<file path="config.mk">
export PLATFORM = sky130hd
export DESIGN_NAME = keypad_scan
export DESIGN_NICKNAME = d
export VERILOG_FILES = /design/src/rtl/keypad_scan.sv
export SDC_FILE = /design/constraint.sdc
export NUM_CORES = 1
export LEC_CHECK = 0
export ABC_AREA = 1
export BUFFER_PORTS_ARGS = -buffer_cell sky130_fd_sc_hd__buf_2
export CORE_MARGIN = 3
export CORE_UTILIZATION = 59
export DETAILED_ROUTE_END_ITERATION = 10
export GPL_TIMING_DRIVEN = 0
export PLACE_DENSITY = 0.78
export SETUP_SLACK_MARGIN = 0.1
export SLEW_MARGIN = 10
export SYNTH_ARGS = -nofsm -noshare
export SYNTH_HDL_FRONTEND = slang
export SYNTH_SLANG_ARGS = --single-unit
</file>
<file path="constraint.sdc">
create_clock -name clk -period 2.3 [get_ports clk]
set_clock_uncertainty 0.05 [all_clocks]
set_input_delay 0.345 -clock clk [delete_from_list [all_inputs] [get_ports clk]]
set_output_delay 0.345 -clock clk [all_outputs]
set_load 0.03 [all_outputs]
</file>
<file path="src/rtl/keypad_scan.sv">
// keypad_scan: 4x4 active-low matrix keypad scanner.
// Row-at-a-time scan, frame-level debounce, one code per press.
module keypad_scan #(
    parameter int CLK_DIV  = 100000,
    parameter int DEBOUNCE = 4
) (
    input  logic       clk,
    input  logic       rst,
    output logic [3:0] ROW,
    input  logic [3:0] COL,
    output logic [3:0] key_code,
    output logic       key_valid,
    output logic       key_down
);

    localparam int TW = $clog2(CLK_DIV);
    localparam int CW = (DEBOUNCE < 2) ? 1 : $clog2(DEBOUNCE + 1);
    localparam logic [TW-1:0] TICK_LAST = TW'(CLK_DIV - 1);
    localparam logic [CW-1:0] DB_LAST   = CW'(DEBOUNCE - 1);
    localparam logic [CW-1:0] DB_MAX    = CW'(DEBOUNCE);
    localparam logic [CW-1:0] DB_ONE    = CW'(1);

    typedef enum logic [1:0] {
        S_IDLE,
        S_CONFIRM,
        S_HELD,
        S_RELEASE
    } state_t;

    logic [3:0]    col_meta_q, col_meta_d;
    logic [3:0]    col_sync_q, col_sync_d;
    logic [TW-1:0] tick_cnt_q, tick_cnt_d;
    logic [1:0]    row_idx_q, row_idx_d;
    logic [3:0]    row_q, row_d;
    logic          found_q, found_d;
    logic [3:0]    fcode_q, fcode_d;
    state_t        state_q, state_d;
    logic [3:0]    cand_q, cand_d;
    logic [CW-1:0] cnt_q, cnt_d;
    logic [3:0]    key_code_q, key_code_d;
    logic          key_valid_q, key_valid_d;
    logic          key_down_q, key_down_d;

    logic          tick;
    logic          frame_end;
    logic [3:0]    col_hit;
    logic [1:0]    low_col;
    logic          row_found;
    logic [3:0]    row_code;
    logic          frame_found;
    logic [3:0]    frame_code;

    // Column synchronizer, tick divider and row rotation.
    always_comb begin
        col_meta_d = COL;
        col_sync_d = col_meta_q;
        tick       = (tick_cnt_q == TICK_LAST);
        tick_cnt_d = tick ? '0 : tick_cnt_q + 1'b1;
        row_idx_d  = tick ? row_idx_q + 2'd1 : row_idx_q;
        row_d      = ~(4'b0001 << row_idx_d);
        frame_end  = tick && (row_idx_q == 2'd3);
    end

    // Per-row sample and frame accumulation; earlier rows keep priority.
    always_comb begin
        col_hit   = ~col_sync_q;
        row_found = |col_hit;
        casez (col_hit)
            4'b???1: low_col = 2'd0;
            4'b??10: low_col = 2'd1;
            4'b?100: low_col = 2'd2;
            4'b1000: low_col = 2'd3;
            default: low_col = 2'd0;
        endcase
        row_code    = {row_idx_q, low_col};
        frame_found = found_q | row_found;
        frame_code  = found_q ? fcode_q : row_code;
        found_d     = found_q;
        fcode_d     = fcode_q;
        if (tick) begin
            if (frame_end) begin
                found_d = 1'b0;
                fcode_d = 4'd0;
            end else begin
                found_d = frame_found;
                fcode_d = frame_code;
            end
        end
    end

    // Debounce FSM, advanced once per completed frame.
    always_comb begin
        state_d     = state_q;
        cand_d      = cand_q;
        cnt_d       = cnt_q;
        key_code_d  = key_code_q;
        key_valid_d = 1'b0;
        key_down_d  = key_down_q;
        if (frame_end) begin
            unique case (state_q)
                S_IDLE: begin
                    if (frame_found) begin
                        cand_d = frame_code;
                        if (DEBOUNCE == 1) begin
                            cnt_d       = DB_MAX;
                            key_code_d  = frame_code;
                            key_valid_d = 1'b1;
                            key_down_d  = 1'b1;
                            state_d     = S_HELD;
                        end else begin
                            cnt_d   = DB_ONE;
                            state_d = S_CONFIRM;
                        end
                    end
                end
                S_CONFIRM: begin
                    if (!frame_found) begin
                        state_d = S_IDLE;
                    end else if (frame_code != cand_q) begin
                        cand_d = frame_code;
                        cnt_d  = DB_ONE;
                    end else if (cnt_q == DB_LAST) begin
                        cnt_d       = DB_MAX;
                        key_code_d  = cand_q;
                        key_valid_d = 1'b1;
                        key_down_d  = 1'b1;
                        state_d     = S_HELD;
                    end else begin
                        cnt_d = cnt_q + 1'b1;
                    end
                end
                S_HELD: begin
                    if (!frame_found) begin
                        if (DEBOUNCE == 1) begin
                            key_down_d = 1'b0;
                            state_d    = S_IDLE;
                        end else begin
                            cnt_d   = DB_ONE;
                            state_d = S_RELEASE;
                        end
                    end
                end
                S_RELEASE: begin
                    if (frame_found) begin
                        state_d = S_HELD;
                    end else if (cnt_q == DB_LAST) begin
                        cnt_d      = DB_MAX;
                        key_down_d = 1'b0;
                        state_d    = S_IDLE;
                    end else begin
                        cnt_d = cnt_q + 1'b1;
                    end
                end
                default: state_d = S_IDLE;
            endcase
        end
    end

    // State registers with synchronous reset.
    always_ff @(posedge clk) begin
        if (rst) begin
            col_meta_q  <= 4'hF;
            col_sync_q  <= 4'hF;
            tick_cnt_q  <= '0;
            row_idx_q   <= 2'd0;
            row_q       <= 4'b1110;
            found_q     <= 1'b0;
            fcode_q     <= 4'd0;
            state_q     <= S_IDLE;
            cand_q      <= 4'd0;
            cnt_q       <= '0;
            key_code_q  <= 4'd0;
            key_valid_q <= 1'b0;
            key_down_q  <= 1'b0;
        end else begin
            col_meta_q  <= col_meta_d;
            col_sync_q  <= col_sync_d;
            tick_cnt_q  <= tick_cnt_d;
            row_idx_q   <= row_idx_d;
            row_q       <= row_d;
            found_q     <= found_d;
            fcode_q     <= fcode_d;
            state_q     <= state_d;
            cand_q      <= cand_d;
            cnt_q       <= cnt_d;
            key_code_q  <= key_code_d;
            key_valid_q <= key_valid_d;
            key_down_q  <= key_down_d;
        end
    end

    assign ROW       = row_q;
    assign key_code  = key_code_q;
    assign key_valid = key_valid_q;
    assign key_down  = key_down_q;

endmodule

</file>
==> flow_summary_export.csv <==
group,metric,value,unit
clocking,hold_buffers,0,
sta,slew_viol_final,0,
power_and_ir_drop,p_sw,322.3,uW
clocking,cts_buffers,5,
routing,antenna_left,0,
sta,post-route-period-util,81.78,%
outcome,status,"finished, final reports clean",
placement,numPortBuffers,15,
worst_setup_path,r2r-start,"tick_cnt_q[0]",
placement,routabilityCongestion,0.8519,
worst_setup_path,critPathCapture,"tick_cnt_q[13]",
worst_hold_path,hp-class,"in -> reg",
yosys,post-synth-top-area-cell,"dfxtp_1",
yosys,synthFlopType,"dfxtp_1",
die,dieArea,0.004767,sq mm
routing,drt_iter0_markers,95,
worst_setup_path,worstPathRequired,2440,ps
yosys,synth_edf_count,0,
sta,slew_headroom,72.83,%
clocking,ctsResizeCount,0,
clocking,clock_path_buffers,2,
worst_setup_path,rr_worst_depth,9,
worst_setup_path,r2r-end,"tick_cnt_q[13]",
routing,post-route-drc-count,0,
routing,routed_wl,3948,microns
clocking,cts_tree,"yes",
finish,final_cell_area,0.002561,sq mm
sta,final_hold_viol_count,0,
die,rows,22,
routing,vias,1912,
finish,n_fill_cell,337,
yosys,synth_top_area_share,43.54,%
placement,dp_slack,421.1,ps
worst_setup_path,reg2reg_slack,420,ps
yosys,synthCells,302,
sta,setup_violations,0,
sta,fin_ws,419.0,ps
die,initial_core_util,62.63,%
grt,antenna_found_initial,0,
clocking,cts_sinks,51,
worst_setup_path,crit_fanout,10,
power_and_ir_drop,p_sw_share,22.20,%
placement,place_hpwl,2989,microns
die,die_h,69.04,microns
clocking,clk_pin_slew,80,ps
power_and_ir_drop,leakage,1.127,nW
clocking,insertion_delay,300,ps
routing,drt_first_pass_iters,4,
finish,final_nets,334,
worst_setup_path,startpoint,"tick_cnt_q[0]",
yosys,yosysWarnings,0,
yosys,synthTopCellsByArea,"dfxtp_1 44%, nand2_1 9.9%, inv_1 5.4%, nor2_1 5.4%, a21oi_1 3.0%",
clocking,cts_setup_buffers,0,
worst_setup_path,cp-end-kind,"register",
finish,syn_to_final_growth,9.232,%
power_and_ir_drop,p_seq_share,61.9,%
worst_setup_path,critPathKind,"reg -> reg",
yosys,syn_nets,312,
grt,grt_pass1_wl,7245,microns
sta,max_freq,531.6,MHz
routing,drt-vias-per-instance,5.126,
die,die_w,69.04,microns
yosys,synth_cell_types,37,
grt,grt_pass1_vias,1742,
power_and_ir_drop,peakVddDrop,0.4824,mV
worst_setup_path,critPathLaunchType,"register",
grt,grt_usage,18.39,%
yosys,ys_seq_elements,51,
finish,diodes,0,
grt,grt_max_degree,15,
finish,seq_area,0.001021,sq mm
sta,tightest_slew,407.6,ps
sta,period_needed,1881,ps
finish,drive_gt1_share,20.31,%
sta,fin_hold_ws,166.3,ps
power_and_ir_drop,power,1.452,mW
power_and_ir_drop,power_frac_comb,4.5,%
finish,final_cell_mix,"62 x nand2_1, 51 x dfxtp_1, 34 x inv_1, 34 x nor2_1, 16 x buf_2",
die,io_pins,16,
power_and_ir_drop,powerDensity,566.9,mW/mm^2
power_and_ir_drop,power.internal,1.130,mW
yosys,synthArstFlopShare,0,%
finish,final_common_cell,"nand2_1",
finish,multi_input_area,0.001160,sq mm
clocking,htreeDepth,2,
routing,wire_per_inst,10.58,microns
yosys,avgSynthCellArea,7.764,sq um
sta,fin_setup_tns,0,ps
sta,rsz0062_at_grt,"no",
clocking,cts_root_buf,"clkbuf_8",
run,drv_cap,0,
die,core-area,0.003744,sq mm
yosys,netlist_area,0.002345,sq mm
worst_setup_path,cp_data_arrival_time,2020,ps
grt,grt_overflow,0,
power_and_ir_drop,p_clk_share,33.7,%
placement,dpl_cell_area,0.002480,sq mm
yosys,ys_seq_area_share,43.54,%
power by group through the flow:
stage               combinational (mW)  clock [mW]  sequential, mW
floorplan                       0.0490           0           0.918
global placement                0.0635           0           0.919
detailed placement              0.0648           0           0.919
CTS                             0.0649       0.507           0.898
global route                    0.0752       0.535           0.900
finish                          0.0651       0.489           0.898
kinds of logic after synthesis:
group           count (synthesis)  synth area share, %
fa+ha+maj                       4                2.135
buf+inv                        43                6.990
simple gates                  164                36.77
compound gates                 35                8.699
flops                          51                43.54
xor+xnor                        5                1.868
cell usage after synthesis, types with 5 or more instances:
library cell,n
a21oi_1,14
dfxtp_1,51
inv_1,34
inv_2,5
nand2_1,62
nand2_2,8
nand3_1,13
nand4_1,7
nor2_1,34
nor2_2,7
o21ai_0,5
o21ai_1,8
or2_2,10
metal layers:
metal | track usage [%] | vias up | part of all wire, %
li1 | - | 1009 | -
met1 | 24.32 | 861 | 51
met2 | 28.18 | 36 | 43
met3 | 5.394 | 6 | 4.5
met4 | 7.158 | 0 | 1.5
met5 | 0 | - | 0
area by class of cell:
class                      instances  share of cell area (%)
clock inverter                     1                  0.1954
timing repair buffer              15                   2.931
sequential                        51                   39.86
clock buffer                       7                   2.980
tap                               48                   2.345
inverter                          40                   5.911
multi-input combinational        208                   45.29
buffer                             3                  0.4885
how the worst min path moves through the flow:
stage                  startpoint       endpoint  slack (ps)  cells past startpoint
CTS                        COL[2]  col_meta_q[2]         160                      2
floorplan           col_meta_q[0]  col_sync_q[0]         340                      1
finish                     COL[2]  col_meta_q[2]         170                      2
detailed placement  col_meta_q[0]  col_sync_q[0]         350                      1
global route               COL[0]  col_meta_q[0]         160                      2
global placement    col_meta_q[2]  col_sync_q[2]         340                      1
metrics by stage:
stage          std cells  utilization [%]
2_1_floorplan        302                -
3_3_place_gp         365            66.24
3_5_place_dp         365            66.24
4_1_cts              373            68.42
5_1_grt              373            68.42
6_report             373            68.42
registers in the layout, indices dropped and copies added, names as in the netlist, named ones only:
signal      count
key_down        1
cand_q          4
cnt_q           3
tick_cnt_q     17
ROW             4
key_code        4
col_sync_q      4
fcode_q         4
found_q         1
state_q         1
row_idx_q       2
col_meta_q      4
key_valid       1
worst max-delay path, stage by stage, from the launching register on:
cell     delay, ps
dfxtp_1        360
ha_1           190
nand2_2        100
nor2_8         150
nand3_4        110
nor2_8         190
inv_2          100
nand2_2        180
buf_2          270
nor2_1          80
No activity file was read; power rests on OpenSTA's default activity.
